[config.mk]
export PLATFORM = sky130hd
export DESIGN_NAME = if_id_queue
export DESIGN_NICKNAME = d
export VERILOG_FILES = /design/src/rtl/if_id_queue.sv
export SDC_FILE = /design/constraint.sdc
export NUM_CORES = 1
export LEC_CHECK = 0
export ABC_CLOCK_PERIOD_IN_PS = 12000
export BUFFER_PORTS_ARGS = -buffer_cell sky130_fd_sc_hd__buf_2
export CORE_UTILIZATION = 35
export CTS_CLUSTER_SIZE = 16
export DETAILED_ROUTE_END_ITERATION = 7
export PLACE_DENSITY = 0.54
export RECOVER_POWER = 50
export SLEW_MARGIN = 10
export SYNTH_ARGS = -nofsm -noshare
export SYNTH_HDL_FRONTEND = slang
export SYNTH_SLANG_ARGS = --single-unit
[constraint.sdc]
create_clock -name clk -period 12 [get_ports clk]
set_input_delay 1.2 -clock clk [delete_from_list [all_inputs] [get_ports clk]]
set_output_delay 1.2 -clock clk [all_outputs]
set_load 0.005 [all_outputs]
[src/rtl/if_id_queue.sv]
// IF/ID decoupling queue: a DEPTH-entry circular buffer of fetched PC/instruction
// pairs feeding a registered output stage, with optional empty-queue bypass.
module if_id_queue #(
  parameter int ADDR_W = 32,
  parameter int DATA_W = 32,
  parameter int DEPTH  = 4,
  parameter int BYPASS = 1
) (
  input  logic                         clk,
  input  logic                         rst,
  input  logic [ADDR_W-1:0]            if_pc,
  input  logic [DATA_W-1:0]            if_inst,
  input  logic                         if_valid,
  output logic                         if_ready,
  input  logic [5:0]                   stall,
  input  logic                         flush,
  output logic [ADDR_W-1:0]            id_pc,
  output logic [DATA_W-1:0]            id_inst,
  output logic                         id_valid,
  output logic [$clog2(DEPTH+1)-1:0]   count
);

  localparam int PTR_W = $clog2(DEPTH);
  localparam int CNT_W = $clog2(DEPTH + 1);

  localparam int  STALL_IF = 1;
  localparam int  STALL_ID = 2;
  localparam logic STOP    = 1'b1;
  localparam logic FLUSH   = 1'b1;

  logic [ADDR_W-1:0] pc_mem   [DEPTH];
  logic [DATA_W-1:0] inst_mem [DEPTH];

  logic [PTR_W-1:0]  rd_ptr_q, rd_ptr_d;
  logic [PTR_W-1:0]  wr_ptr_q, wr_ptr_d;
  logic [CNT_W-1:0]  count_q,  count_d;
  logic [ADDR_W-1:0] id_pc_q,  id_pc_d;
  logic [DATA_W-1:0] id_inst_q, id_inst_d;
  logic              id_valid_q, id_valid_d;

  logic push, adv, pop, bypass, write;

  // Only the IF and ID stop bits of the ctrl pause vector concern this stage.
  logic unused_stall;
  assign unused_stall = ^{stall[5:3], stall[0]};

  assign if_ready = (count_q != CNT_W'(DEPTH));
  assign push     = if_valid & if_ready & (stall[STALL_IF] != STOP) & (flush != FLUSH);
  assign adv      = (stall[STALL_ID] != STOP) & (flush != FLUSH);

  // NOTE: every variable written here gets a default first so no latch is inferred.
  always_comb begin
    pop        = 1'b0;
    bypass     = 1'b0;
    id_pc_d    = id_pc_q;
    id_inst_d  = id_inst_q;
    id_valid_d = id_valid_q;
    rd_ptr_d   = rd_ptr_q;
    wr_ptr_d   = wr_ptr_q;
    count_d    = count_q;

    if (flush == FLUSH) begin
      id_pc_d    = '0;
      id_inst_d  = '0;
      id_valid_d = 1'b0;
      rd_ptr_d   = '0;
      wr_ptr_d   = '0;
      count_d    = '0;
    end else begin
      if (adv) begin
        if (count_q != '0) begin
          pop        = 1'b1;
          id_pc_d    = pc_mem[rd_ptr_q];
          id_inst_d  = inst_mem[rd_ptr_q];
          id_valid_d = 1'b1;
        end else if (push && (BYPASS != 0)) begin
          bypass     = 1'b1;
          id_pc_d    = if_pc;
          id_inst_d  = if_inst;
          id_valid_d = 1'b1;
        end else begin
          id_pc_d    = '0;
          id_inst_d  = '0;
          id_valid_d = 1'b0;
        end
      end
      // Pointer widths equal log2(DEPTH), so the increment wraps on its own.
      rd_ptr_d = rd_ptr_q + PTR_W'(pop);
      wr_ptr_d = wr_ptr_q + PTR_W'(write);
      count_d  = count_q + CNT_W'(write) - CNT_W'(pop);
    end
  end

  assign write = push & ~bypass;

  // NOTE: state uses non-blocking assignments so all registers update together at the edge.
  always_ff @(posedge clk or negedge rst) begin
    if (!rst) begin
      rd_ptr_q   <= '0;
      wr_ptr_q   <= '0;
      count_q    <= '0;
      id_pc_q    <= '0;
      id_inst_q  <= '0;
      id_valid_q <= 1'b0;
    end else begin
      rd_ptr_q   <= rd_ptr_d;
      wr_ptr_q   <= wr_ptr_d;
      count_q    <= count_d;
      id_pc_q    <= id_pc_d;
      id_inst_q  <= id_inst_d;
      id_valid_q <= id_valid_d;
    end
  end

  // NOTE: the storage array is deliberately not reset; count_q gates every read of it.
  always_ff @(posedge clk) begin
    if (write) begin
      pc_mem[wr_ptr_q]   <= if_pc;
      inst_mem[wr_ptr_q] <= if_inst;
    end
  end

  assign id_pc    = id_pc_q;
  assign id_inst  = id_inst_q;
  assign id_valid = id_valid_q;
  assign count    = count_q;

endmodule

Word level (Yosys, flattened, before mapping)
Memories as Yosys holds them, arrays and structs flattened.
Index checks and enable logic that the tools add are counted.
{"block": "op_classes", "n_addsub": 4, "eq_ne": 1, "mux": 23, "bitwise_logic": 9, "n_reduce_logical": 2}
{"cell": "32-bit 2-to-1 mux", "n": 8}
{"cell": "1-bit 2-to-1 mux", "n": 12}
{"cell": "1-bit AND", "n": 5}
{"cell": "2-bit by 1-bit adder with 2-bit output", "n": 2}
{"cell": "2-bit 2-to-1 mux", "n": 2}
{"cell": "1-bit inverter", "n": 4}
{"cell": "3-bit by 1-bit adder with 3-bit output", "n": 1}
{"cell": "3-bit 2-to-1 mux", "n": 1}
{"cell": "3-bit != test, second input constant", "n": 1}
{"cell": "3-bit nonzero test", "n": 1}
{"cell": "3-bit by 1-bit subtractor with 3-bit output", "n": 1}
{"cell": "2-bit nonzero test", "n": 1}
{"block": "word_totals", "reg_bits": 72, "ram_bits": 256, "inputBits": 74, "output_inout_bits": 69, "word_cells": 47, "mem_count": 2}
{"memory": "inst_mem", "depth": 4, "width": 32, "rd": 1, "rd_clocked_by_memory_dff": 0, "wr": 1, "line_no": "32", "rtl": "logic [DATA_W-1:0] inst_mem [DEPTH];"}
{"memory": "pc_mem", "depth": 4, "width": 32, "rd": 1, "rd_clocked_by_memory_dff": 0, "wr": 1, "line_no": "31", "rtl": "logic [ADDR_W-1:0] pc_mem [DEPTH];"}

Logic depth before layout (Yosys ltp)
Gate-level depths: netlist of the first run.
{"block": "logic_depth", "ltp_word": 13, "depth_mapped": 11, "depth_no_buf": 9}

Least setup slack after synthesis of the first run
Ideal clock, no wire load.
{"block": "synth_path", "path_kind": "input port to flip-flop", "startpoint": "input flush", "endpoint": "memory inst_mem[1][0] (enable)", "setup_ns": 0.578, "t_arrival_ns": 6.398, "t_required_ns": 11.422, "slack_ns": 5.024, "path_stages": 3, "path_buffers": 1, "path_cell_list": "clkbuf_1 a211o_1 nor3b_1"}
{"block": "synth_between", "elab_chain_cells": 10, "word_cells_on_any_way": 11, "classes_between": "6 x mux; 5 x bitwise"}
{"item": "from (decl)", "line_no": "16", "rtl": "input logic flush,"}
{"item": "1-bit inverter", "line_no": "48, 49"}
{"item": "1-bit AND", "line_no": "48", "rtl": "assign push = if_valid & if_ready & (stall[STALL_IF] != STOP) & (flush != FLUSH);"}
{"item": "1-bit 2-to-1 mux", "line_no": "76", "rtl": "end else if (push && (BYPASS != 0)) begin"}
{"item": "1-bit 2-to-1 mux", "line_no": "71", "rtl": "if (count_q != '0) begin"}
{"item": "1-bit 2-to-1 mux", "line_no": "70", "rtl": "if (adv) begin"}
{"item": "1-bit 2-to-1 mux", "line_no": "62", "rtl": "if (flush == FLUSH) begin"}
{"item": "1-bit inverter", "line_no": "94", "rtl": "assign write = push & ~bypass;"}
{"item": "1-bit AND *", "line_no": "94"}
{"item": "1-bit 2-to-1 mux *", "line_no": "117", "rtl": "if (write) begin"}
{"item": "1-bit 2-to-1 mux (implied by the code) *", "line_no": "119", "rtl": "inst_mem[wr_ptr_q] <= if_inst;"}
{"item": "to (decl)", "line_no": "32"}
Mark *: on every way between the ends. The rest lies on a longest branch, timed or not.

==> summary.json, run 1 <==
{
  "timing.setup.tns": {"value": 0, "unit": "ns"},
  "critical_path.n_buffers_inverters": {"value": 2},
  "layout.cells.non_filler": {"value": 1369},
  "antenna_left": {"value": 0},
  "clk-insertion-delay-late": {"value": 0.51, "unit": "ns"},
  "worstPathMaxFanout": {"value": 49},
  "grt_util_all_layers": {"value": 16.31, "unit": "%"},
  "critPathMaxStageDelay": {"value": 2.45, "unit": "ns"},
  "share_of_post_route_cells_with_drive_strength_above_1": {"value": 22.91, "unit": "%"},
  "critical_path.startpoint_type": {"value": "primary input"},
  "path_class": {"value": "in2async"},
  "die_h": {"value": 193.5, "unit": "um"},
  "synth_top_area_share": {"value": 59.89, "unit": "%"},
  "fp.coreArea": {"value": 35830, "unit": "um^2"},
  "worst_clock_skew": {"value": 0.008645, "unit": "ns"},
  "run_status": {"value": "finished with violations"},
  "yosys.cell_count.top_type": {"value": "sky130_fd_sc_hd__edfxtp_1"},
  "reg2regPathDepth": {"value": 10},
  "final_hold_viol_count": {"value": 0},
  "cts_tree": {"value": "done"},
  "syn-num-nets": {"value": 821},
  "worst_hold_path_type": {"value": "reg2reg"},
  "synth_edf_count": {"value": 256},
  "post_synth.cell_area_avg": {"value": 17.30, "unit": "um^2"},
  "ys.flop_type": {"value": "sky130_fd_sc_hd__edfxtp_1"},
  "wl_per_cell": {"value": 21.72, "unit": "um"},
  "cts.hold.buffers_added": {"value": 0},
  "cpLargestDelayFamily": {"value": "buffers and inverters"},
  "yosysWarningCount": {"value": 0},
  "seq_cells_post_synth": {"value": 328},
  "postCtsSetupBuffers": {"value": 0},
  "achievable-frequency": {"value": 203.6, "unit": "MHz"},
  "clockRootBuffer": {"value": "sky130_fd_sc_hd__clkbuf_16"},
  "postSynth.asyncResetShare": {"value": 21.95, "unit": "%"},
  "rows": {"value": 69},
  "grt_max_degree": {"value": 69},
  "synth.cell_area": {"value": 12830, "unit": "um^2"},
  "io_buffer_count": {"value": 138},
  "synth_cell_type_count": {"value": 25},
  "yosys-top-cells-area": {"value": "sky130_fd_sc_hd__edfxtp_1, sky130_fd_sc_hd__dfrtp_1, sky130_fd_sc_hd__mux4_2"},
  "finalWeightedCongestion": {"value": 0.6592},
  "boundaryPins": {"value": 143},
  "dieArea": {"value": 37440, "unit": "um^2"},
  "cts-resized-gates": {"value": 0},
  "antenna_found_initial": {"value": 1},
  "ir_worst_vdd": {"value": 0.0001392, "unit": "V"},
  "clk_pin_slew_worst_paths": {"value": 0.06, "unit": "ns"},
  "wl": {"value": 29730, "unit": "um"},
  "number_of_vias_after_detailed_routing": {"value": 7078},
  "failed_checks": {"value": "DRC, capacitance limit, slew limit"},
  "relSlewSlack": {"value": -167.6, "unit": "%"},
  "fin_nets": {"value": 957},
  "max_slew.worst_pin.slew": {"value": 4.013, "unit": "ns"},
  "drt_iter0_markers": {"value": 354},
  "hold_path_startpoint": {"value": "id_pc[19]"},
  "h-tree-depth": {"value": 2},
  "cpMaxStageDelayCell": {"value": "sky130_fd_sc_hd__clkbuf_1"},
  "postLayoutCoreUtil": {"value": 42.13, "unit": "%"},
  "timing.critical_path.to_type": {"value": "async pin"},
  "vias_in_the_first_global_route": {"value": 7499},
  "cts_made_buffers": {"value": 38},
  "holdPathEnd": {"value": "id_pc[19]"},
  "synthTopCellsByCount": {"value": "sky130_fd_sc_hd__edfxtp_1, sky130_fd_sc_hd__nand3_1, sky130_fd_sc_hd__dfrtp_1"},
  "power_density": {"value": 194.4, "unit": "nW/um^2"},
  "maxCapViolations": {"value": 3},
  "setup_viol": {"value": 0},
  "rsz0062_at_grt": {"value": "no"},
  "drv_slew": {"value": 140},
  "wire_length_of_the_first_global_routing_pass": {"value": 46660, "unit": "um"},
  "die_w": {"value": 193.5, "unit": "um"},
  "layout_area_overhead": {"value": 17.61, "unit": "%"},
  "place.detailed.hpwl": {"value": 15460, "unit": "um"},
  "insertedDiodeCount": {"value": 0},
  "p_leak": {"value": 5.390, "unit": "nW"},
  "path_cells": {"value": "clkbuf_1 > clkbuf_1"},
  "drc": {"value": 7},
  "hold_depth": {"value": 2},
  "vias_per_cell": {"value": 5.170},
  "placed_cells": {"value": 1299},
  "r2r_start": {"value": "count[1]"},
  "initial_utilization": {"value": 35.82, "unit": "%"},
  "holdWs": {"value": 0.4676, "unit": "ns"},
  "cts_max_path_buffers": {"value": 3},
  "final_min_period_over_clock_period": {"value": 40.94, "unit": "%"},
  "r2r-end": {"value": "count[2]"},
  "syn-instance-count": {"value": 742},
  "cp.arrival": {"value": 4.77, "unit": "ns"},
  "drt_pass1_iterations": {"value": 8},
  "worst_reg_to_reg_setup_slack": {"value": 9.15, "unit": "ns"},
  "grt.overflow.total": {"value": 0},
  "synth_sequential_area_ratio": {"value": 73.93, "unit": "%"},
  "required": {"value": 11.85, "unit": "ns"},
  "cts_num_sinks": {"value": 328},
  "finalWorstPathRequiredPeriod": {"value": 4.912, "unit": "ns"},
  "post-synth-top-area-cell": {"value": "sky130_fd_sc_hd__edfxtp_1"},
  "crit_top_cell": {"value": "sky130_fd_sc_hd__clkbuf_1"}
}
## kinds of logic after synthesis
family                   Yosys count  synth area share (%)
AND/OR/NAND/NOR                  280                 10.99
adder cells (fa/ha/maj)            5                0.5459
flip-flops                       328                 73.93
AO/OA/AOI/OAI                      1               0.06825
multiplexers                      64                 11.35
buffers and inverters             60                 2.847
XOR/XNOR                           4                0.2730
## final cells by class
class | instances | area (um^2)
Clock buffer | 55 | 1129
Timing Repair Buffer | 153 | 708.2
Inverter | 3 | 11.26
Clock inverter | 15 | 143.9
Tap cell | 461 | 576.8
Multi-Input combinational cell | 354 | 3029
Sequential cell | 328 | 9497
Fill cell | 3248 | 20730
## flip-flops by register name, summed over array words and instances (netlist names)
signal    flops
id_pc        32
id_valid      1
id_inst      32
inst_mem    128
wr_ptr_q      2
rd_ptr_q      2
count         3
pc_mem      128
## per-layer routing
layer  vias up  GRT usage (%)  share of wire, %
met3        41          3.661               5.8
li1       3217              -                 -
met2       186          27.11                48
met1      3632          21.64                44
met4         2          4.296               1.8
met5         -              0             0.044
## how the worst max path moves through the flow
stage	startpoint	end	slack [ns]	depth (start not counted)
final	rst	id_pc[2]	7.09	2
after global routing	rst	id_pc[1]	6.10	2
after CTS	stall[2]	pc_mem[3][17]	8.96	6
after detailed placement	stall[2]	pc_mem[3][19]	8.43	6
after global placement	stall[2]	inst_mem[3][0]	8.43	6
after floorplan	flush	inst_mem[1][0]	5.02	3
## power breakdown
part	internal (mW)	switching (mW)	total, mW	leakage (nW)
Sequential	1.29	0.0482	1.34	3.29
Combinational	0.146	0.292	0.438	1.47
Clock	0.717	0.443	1.16	0.629
## worst register-to-register path: cells and delay by family (launching register included)
family,cells,cell delay (ns)
and+or+nand+nor,3,0.40
xor gates and xnor gates,1,0.16
DFF,1,0.46
adders and majority gates,3,0.84
buffers and inverters,3,0.86
## stage by stage
step           area, um^2  setup WS, ns  power (mW)
4_1_cts             15190         8.958       2.989
3_5_place_dp        13920         8.426       1.813
3_3_place_gp        13920         8.432       1.810
6_report            15090         7.088       2.934
2_1_floorplan       12830         5.024       1.637
5_1_grt             15090         6.099       3.062
## cells in the final DEF, fill, tap and decap left out, types with 4 or more instances in the layout
cell type,Yosys,routed
sky130_fd_sc_hd__nand4_1,64,64
sky130_fd_sc_hd__clkbuf_8,0,5
sky130_fd_sc_hd__ha_1,4,4
sky130_fd_sc_hd__clkinv_1,0,5
sky130_fd_sc_hd__clkbuf_16,0,41
sky130_fd_sc_hd__edfxtp_1,256,256
sky130_fd_sc_hd__nand3_1,128,128
sky130_fd_sc_hd__mux4_1,4,4
sky130_fd_sc_hd__clkinv_2,0,7
sky130_fd_sc_hd__clkbuf_1,20,79
sky130_fd_sc_hd__nor2_1,6,5
sky130_fd_sc_hd__nand2_1,65,65
sky130_fd_sc_hd__mux4_2,60,60
sky130_fd_sc_hd__nor2b_1,6,4
sky130_fd_sc_hd__buf_2,28,68
sky130_fd_sc_hd__buf_4,0,13
sky130_fd_sc_hd__dfrtp_1,72,70
(Power assumes the default switching activity.)
==> run 2, diff against run 1 <==
--- a/config.mk
+++ b/config.mk
@@ -5,7 +5,7 @@
 export SDC_FILE = /design/constraint.sdc
 export NUM_CORES = 1
 export LEC_CHECK = 0
-export ABC_CLOCK_PERIOD_IN_PS = 12000
+export ABC_CLOCK_PERIOD_IN_PS = 4900
 export BUFFER_PORTS_ARGS = -buffer_cell sky130_fd_sc_hd__buf_2
 export CORE_UTILIZATION = 35
 export CTS_CLUSTER_SIZE = 16
==> constraint.sdc (replaced) <==
create_clock -name clk -period 4.9 [get_ports clk]
set_input_delay 0.49 -clock clk [delete_from_list [all_inputs] [get_ports clk]]
set_output_delay 0.49 -clock clk [all_outputs]
set_load 0.005 [all_outputs]
==> summary.json, run 2 (synthesized netlist as in run 1, its figures left out) <==
{
  "multi_input_area": {"value": 3048, "unit": "um^2"},
  "maxCapViolations": {"value": 1},
  "layout_top_registers": {"value": "inst_mem (128), pc_mem (128)"},
  "boundaryPins": {"value": 143},
  "path_class": {"value": "in2async"},
  "finalWorstPathRequiredPeriod": {"value": 2.740, "unit": "ns"},
  "critPathLaunch": {"value": "rst"},
  "worst_hold_path_type": {"value": "in2reg"},
  "fp.coreArea": {"value": 35830, "unit": "um^2"},
  "failed_checks": {"value": "DRC, capacitance limit, slew limit"},
  "number_of_vias_after_detailed_routing": {"value": 7076},
  "worstPathMaxFanout": {"value": 37},
  "dieArea": {"value": 37440, "unit": "um^2"},
  "worst_clock_skew": {"value": 0.01648, "unit": "ns"},
  "drv_slew": {"value": 37},
  "finalWeightedCongestion": {"value": 0.6780},
  "p_leak": {"value": 5.288, "unit": "nW"},
  "most_common_cell_after_layout_fill_and_taps_aside": {"value": "sky130_fd_sc_hd__edfxtp_1"},
  "fin_nets": {"value": 958},
  "grt_max_degree": {"value": 66},
  "cts_made_buffers": {"value": 37},
  "r2r-end": {"value": "pc_mem[3][13]"},
  "drc": {"value": 8},
  "reg2regPathDepth": {"value": 4},
  "rows": {"value": 69},
  "achievable-frequency": {"value": 364.9, "unit": "MHz"},
  "die_w": {"value": 193.5, "unit": "um"},
  "max_slew.worst_pin.slew": {"value": 2.241, "unit": "ns"},
  "h-tree-depth": {"value": 2},
  "timing.setup.tns": {"value": 0, "unit": "ns"},
  "antenna_found_initial": {"value": 0},
  "io_buffer_count": {"value": 138},
  "r2r_start": {"value": "count[2]"},
  "insertedDiodeCount": {"value": 0},
  "layout_area_overhead": {"value": 17.46, "unit": "%"},
  "n_fill_cell": {"value": 3224},
  "vias_in_the_first_global_route": {"value": 7465},
  "drt_iter0_markers": {"value": 361},
  "critical_path.startpoint_type": {"value": "primary input"},
  "setup_viol": {"value": 0},
  "critical_path.endpoint": {"value": "rd_ptr_q[1]"},
  "vias_per_cell": {"value": 5.169},
  "final_min_period_over_clock_period": {"value": 55.93, "unit": "%"},
  "cts_num_sinks": {"value": 328},
  "cts_tree": {"value": "done"},
  "power_density": {"value": 470.0, "unit": "nW/um^2"},
  "drt_pass1_iterations": {"value": 7},
  "worst_reg_to_reg_setup_slack": {"value": 2.38, "unit": "ns"},
  "most_frequent_cells_in_the_layout": {"value": "sky130_fd_sc_hd__edfxtp_1, sky130_fd_sc_hd__nand3_1, sky130_fd_sc_hd__clkbuf_1"},
  "grt.overflow.total": {"value": 0},
  "wire_length_of_the_first_global_routing_pass": {"value": 45540, "unit": "um"},
  "place.detailed.hpwl": {"value": 16150, "unit": "um"},
  "ir_worst_vdd": {"value": 0.0002490, "unit": "V"},
  "initial_utilization": {"value": 35.82, "unit": "%"},
  "share_of_post_route_cells_with_drive_strength_above_1": {"value": 20.70, "unit": "%"},
  "layout.area.seq": {"value": 9497, "unit": "um^2"},
  "clk_pin_slew_worst_paths": {"value": 0.06, "unit": "ns"},
  "timing.critical_path.to_type": {"value": "async pin"},
  "cts-resized-gates": {"value": 0},
  "die_h": {"value": 193.5, "unit": "um"},
  "cts_max_path_buffers": {"value": 3},
  "wl_per_cell": {"value": 21.18, "unit": "um"},
  "relSlewSlack": {"value": -49.40, "unit": "%"},
  "rsz0062_at_grt": {"value": "no"},
  "cp.arrival": {"value": 3.31, "unit": "ns"},
  "required": {"value": 5.47, "unit": "ns"},
  "clk-insertion-delay-late": {"value": 0.53, "unit": "ns"},
  "grt_util_all_layers": {"value": 15.83, "unit": "%"},
  "holdWs": {"value": 0.2714, "unit": "ns"},
  "antenna_left": {"value": 0},
  "final_hold_viol_count": {"value": 0},
  "run_status": {"value": "finished with violations"},
  "clockRootBuffer": {"value": "sky130_fd_sc_hd__clkbuf_16"},
  "wl": {"value": 29000, "unit": "um"}
}
-- run 2: changes by cell type in the layout (fill, tap and decap cells not counted), sizes merged --
| cell | before | now |
|---|---|---|
| clkbuf | 125 | 149 |
| buf | 83 | 61 |
| clkinv | 12 | 9 |
| bufinv | 3 | 2 |
| dlygate4sd3 | 0 | 1 |
| inv | 3 | 4 |
-- run 2: worst max-delay path, stage by stage --
cell,delay [ns]
sky130_fd_sc_hd__dlygate4sd3_1,0.52
sky130_fd_sc_hd__clkbuf_1,1.58
sky130_fd_sc_hd__buf_4,0.69
-- run 2: timing repair --
| item | in CTS | in global routing |
|---|---|---|
| hold buffers | 1 | 0 |
| buffers inserted | 0 | 0 |
| setup endpoints to repair | 0 | 0 |
| endpoints found under the hold margin | 35 | 0 |
-- run 2: layout make-up --
cell class                 count  share of cell area [%]
clock buffer                  56                   7.494
clock inverter                12                  0.7220
inverter                       3                 0.07470
multi-input combinational    354                   20.22
sequential                   328                   62.99
tap                          461                   3.826
timing repair buffer         155                   4.673
-- run 2: how the worst min path moves through the flow --
| stage | startpoint | endpoint | slack, ns | depth (start not counted) |
|---|---|---|---|---|
| finish | if_pc[2] | pc_mem[2][2] | 0.27 | 1 |
| floorplan | rst | count[0] | 0.19 | 0 |
| global route | if_inst[11] | inst_mem[1][11] | 0.26 | 1 |
| detailed placement | id_pc[26] | id_pc[26] | 0.46 | 2 |
| global placement | id_pc[20] | id_pc[20] | 0.46 | 2 |
| CTS | if_pc[2] | pc_mem[2][2] | 0.17 | 1 |
-- run 2: per-layer routing --
| metal | GRT usage [%] | vias to the layer above | wire length, um |
|---|---|---|---|
| li1 | - | 3218 | - |
| met1 | 20.95 | 3642 | 12850 |
| met2 | 26.70 | 170 | 14260 |
| met3 | 3.068 | 46 | 1375 |
| met4 | 4.178 | 0 | 517 |
| met5 | 0 | - | 0 |
-- run 2: stage by stage --
| stage | instance area (um^2) | setup WS (ns) | cells | power (mW) | util (%) |
|---|---|---|---|---|---|
| finish | 15080 | 2.160 | 1369 | 7.086 | 42.08 |
| global route | 15080 | 1.683 | 1369 | 7.381 | 42.08 |
| CTS | 15190 | 2.346 | 1369 | 7.210 | 42.41 |
| detailed placement | 13950 | 2.198 | 1300 | 4.417 | 38.92 |
| global placement | 13950 | 2.216 | 1300 | 4.405 | 38.92 |
| floorplan | 12850 | 0.8789 | 742 | 4.007 | - |
-- run 2: where the power goes --
| part | switching, mW | internal (mW) |
|---|---|---|
| Sequential | 0.118 | 3.15 |
| Combinational | 0.686 | 0.354 |
| Clock | 1.08 | 1.70 |
| Total | 1.88 | 5.20 |
==> run 3, diff against run 2 <==
--- a/config.mk
+++ b/config.mk
@@ -5,12 +5,12 @@
 export SDC_FILE = /design/constraint.sdc
 export NUM_CORES = 1
 export LEC_CHECK = 0
-export ABC_CLOCK_PERIOD_IN_PS = 4900
+export ABC_CLOCK_PERIOD_IN_PS = 2500
 export BUFFER_PORTS_ARGS = -buffer_cell sky130_fd_sc_hd__buf_2
 export CORE_UTILIZATION = 35
 export CTS_CLUSTER_SIZE = 16
 export DETAILED_ROUTE_END_ITERATION = 7
-export PLACE_DENSITY = 0.54
+export PLACE_DENSITY = 0.56
 export RECOVER_POWER = 50
 export SLEW_MARGIN = 10
 export SYNTH_ARGS = -nofsm -noshare
==> constraint.sdc (replaced) <==
create_clock -name clk -period 2.5 [get_ports clk]
set_input_delay 0.25 -clock clk [delete_from_list [all_inputs] [get_ports clk]]
set_output_delay 0.25 -clock clk [all_outputs]
set_load 0.005 [all_outputs]
==> summary.json, run 3 (synthesized netlist as in run 1, its figures left out) <==
{
  "postLayoutCoreUtil": {"value": 44.51, "unit": "%"},
  "cts_max_path_buffers": {"value": 3},
  "worst_reg_to_reg_setup_slack": {"value": 0.25, "unit": "ns"},
  "path_class": {"value": "reg2reg"},
  "dieArea": {"value": 37440, "unit": "um^2"},
  "cts_num_sinks": {"value": 328},
  "failed_checks": {"value": "DRC"},
  "die_h": {"value": 193.5, "unit": "um"},
  "p_leak": {"value": 5.692, "unit": "nW"},
  "rsz0062_at_grt": {"value": "no"},
  "h-tree-depth": {"value": 2},
  "setup_viol": {"value": 0},
  "power_density": {"value": 881.8, "unit": "nW/um^2"},
  "max_slew.worst_pin.slew": {"value": 1.065, "unit": "ns"},
  "final_hold_viol_count": {"value": 0},
  "clockRootBuffer": {"value": "sky130_fd_sc_hd__clkbuf_16"},
  "most_common_cell_after_layout_fill_and_taps_aside": {"value": "sky130_fd_sc_hd__edfxtp_1"},
  "layout_area_overhead": {"value": 24.25, "unit": "%"},
  "antenna_left": {"value": 0},
  "required": {"value": 2.89, "unit": "ns"},
  "drc": {"value": 16},
  "grt.overflow.total": {"value": 0},
  "worst_clock_skew": {"value": 0.009647, "unit": "ns"},
  "wl_per_cell": {"value": 20.72, "unit": "um"},
  "clk-insertion-delay-late": {"value": 0.51, "unit": "ns"},
  "fp.coreArea": {"value": 35830, "unit": "um^2"},
  "io_buffer_count": {"value": 138},
  "vias_in_the_first_global_route": {"value": 7710},
  "grt_util_all_layers": {"value": 16.21, "unit": "%"},
  "clk_pin_slew_worst_paths": {"value": 0.06, "unit": "ns"},
  "r2r-end": {"value": "count[2]"},
  "r2r_start": {"value": "count[2]"},
  "final_min_period_over_clock_period": {"value": 89.92, "unit": "%"},
  "timing.critical_path.to_type": {"value": "flop"},
  "holdPathEnd": {"value": "wr_ptr_q[1]"},
  "antenna_found_initial": {"value": 1},
  "hold_path_startpoint": {"value": "flush"},
  "worstPathMaxFanout": {"value": 6},
  "drt_iter0_markers": {"value": 463},
  "reg2regPathDepth": {"value": 9},
  "wire_length_of_the_first_global_routing_pass": {"value": 46580, "unit": "um"},
  "power.total": {"value": 14.06, "unit": "mW"},
  "worst_hold_path_type": {"value": "in2reg"},
  "rows": {"value": 69},
  "critical_path.startpoint_type": {"value": "flop"},
  "share_of_post_route_cells_with_drive_strength_above_1": {"value": 21.98, "unit": "%"},
  "drt_pass1_iterations": {"value": 8},
  "die_w": {"value": 193.5, "unit": "um"},
  "finalWeightedCongestion": {"value": 0.6996},
  "hold_depth": {"value": 2},
  "place.detailed.hpwl": {"value": 16170, "unit": "um"},
  "boundaryPins": {"value": 143},
  "finalWorstPathRequiredPeriod": {"value": 2.248, "unit": "ns"},
  "relSlewSlack": {"value": 28.99, "unit": "%"},
  "ir_worst_vdd": {"value": 0.001002, "unit": "V"},
  "cts_made_buffers": {"value": 37},
  "grt_max_degree": {"value": 129},
  "cp.arrival": {"value": 2.63, "unit": "ns"},
  "number_of_vias_after_detailed_routing": {"value": 7389},
  "drv_slew": {"value": 0},
  "most_frequent_cells_in_the_layout": {"value": "sky130_fd_sc_hd__edfxtp_1, sky130_fd_sc_hd__nand3_1, sky130_fd_sc_hd__clkbuf_1"},
  "maxCapViolations": {"value": 0},
  "run_status": {"value": "finished with violations"},
  "fin_nets": {"value": 1028},
  "vias_per_cell": {"value": 5.131},
  "cts_tree": {"value": "done"},
  "layout_top_registers": {"value": "inst_mem (128), pc_mem (128)"},
  "wl": {"value": 29840, "unit": "um"},
  "achievable-frequency": {"value": 444.9, "unit": "MHz"},
  "initial_utilization": {"value": 35.82, "unit": "%"}
}
[run 3: changes by cell type in the layout (fill, tap and decap cells not counted), sizes merged]
| cell | change |
|---|---|
| dlygate4sd3 | +64 |
| clkbuf | -22 |
| buf | +21 |
| clkinv | +5 |
| bufinv | +1 |
| clkinvlp | +1 |
| diode | +1 |
[run 3: metrics by stage]
stage	setup WS, ns	instance area (um^2)	hold WS (ns)	setup TNS [ns]	instances
after floorplan	-0.5352	12890	-0.04559	-93.87	742
after global placement	0.2515	14180	0.2671	0	1306
after detailed placement	0.2582	14180	0.2745	0	1306
after CTS	0.2384	16060	0.08647	0	1439
after global routing	0.08329	15950	0.1120	0	1439
final	0.2521	15950	0.1042	0	1440
[run 3: routing by layer]
metal / track usage (%) / up-vias / routed length [um]
li1: - / 3364 / -
met1: 21.87 / 3820 / 13150
met2: 27.44 / 163 / 14930
met3: 2.650 / 42 / 1225
met4: 3.911 / 0 / 533
met5: 0 / - / 0
[run 3: final cells by class]
class	count	area (um^2)
fillers	3192	19880
flip-flops and latches	328	9497
multi-input cells	354	3064
repair buffers	225	1570
clock buffers	49	1054
well taps	461	576.8
clock inverters	19	172.7
inverters	3	11.26
diodes	1	2.502
[run 3: worst max-delay path by stage]
stage / start / to / slack [ns] / depth (start not counted)
floorplan: count[2] / inst_mem[1][0] / -0.54 / 3
global placement: count[2] / count[2] / 0.25 / 9
detailed placement: count[2] / count[2] / 0.26 / 9
CTS: count[2] / count[2] / 0.24 / 9
global route: rst / id_pc[5] / 0.08 / 3
finish: count[2] / count[2] / 0.25 / 9
[run 3: critical path, cell delays in order, from the launching register on]
cell	delay [ns]
sky130_fd_sc_hd__dfrtp_1	0.44
sky130_fd_sc_hd__nand2b_4	0.17
sky130_fd_sc_hd__a211o_4	0.37
sky130_fd_sc_hd__ha_1	0.30
sky130_fd_sc_hd__inv_1	0.05
sky130_fd_sc_hd__ha_1	0.12
sky130_fd_sc_hd__inv_1	0.05
sky130_fd_sc_hd__fa_1	0.39
sky130_fd_sc_hd__xnor2_1	0.16
sky130_fd_sc_hd__nor2_1	0.05
[run 3: power by group]
part / switching [mW] / internal, mW
Clock: 2.14 / 3.28
Combinational: 1.45 / 0.835
Sequential: 0.182 / 6.18
[run 3: timing repair]
action	4_1_cts	5_1_grt
hold buffers	65	0
setup buffers	0	0
hold endpoints to repair	290	0
gates resized for setup	0	0
endpoints found under the setup margin	0	0
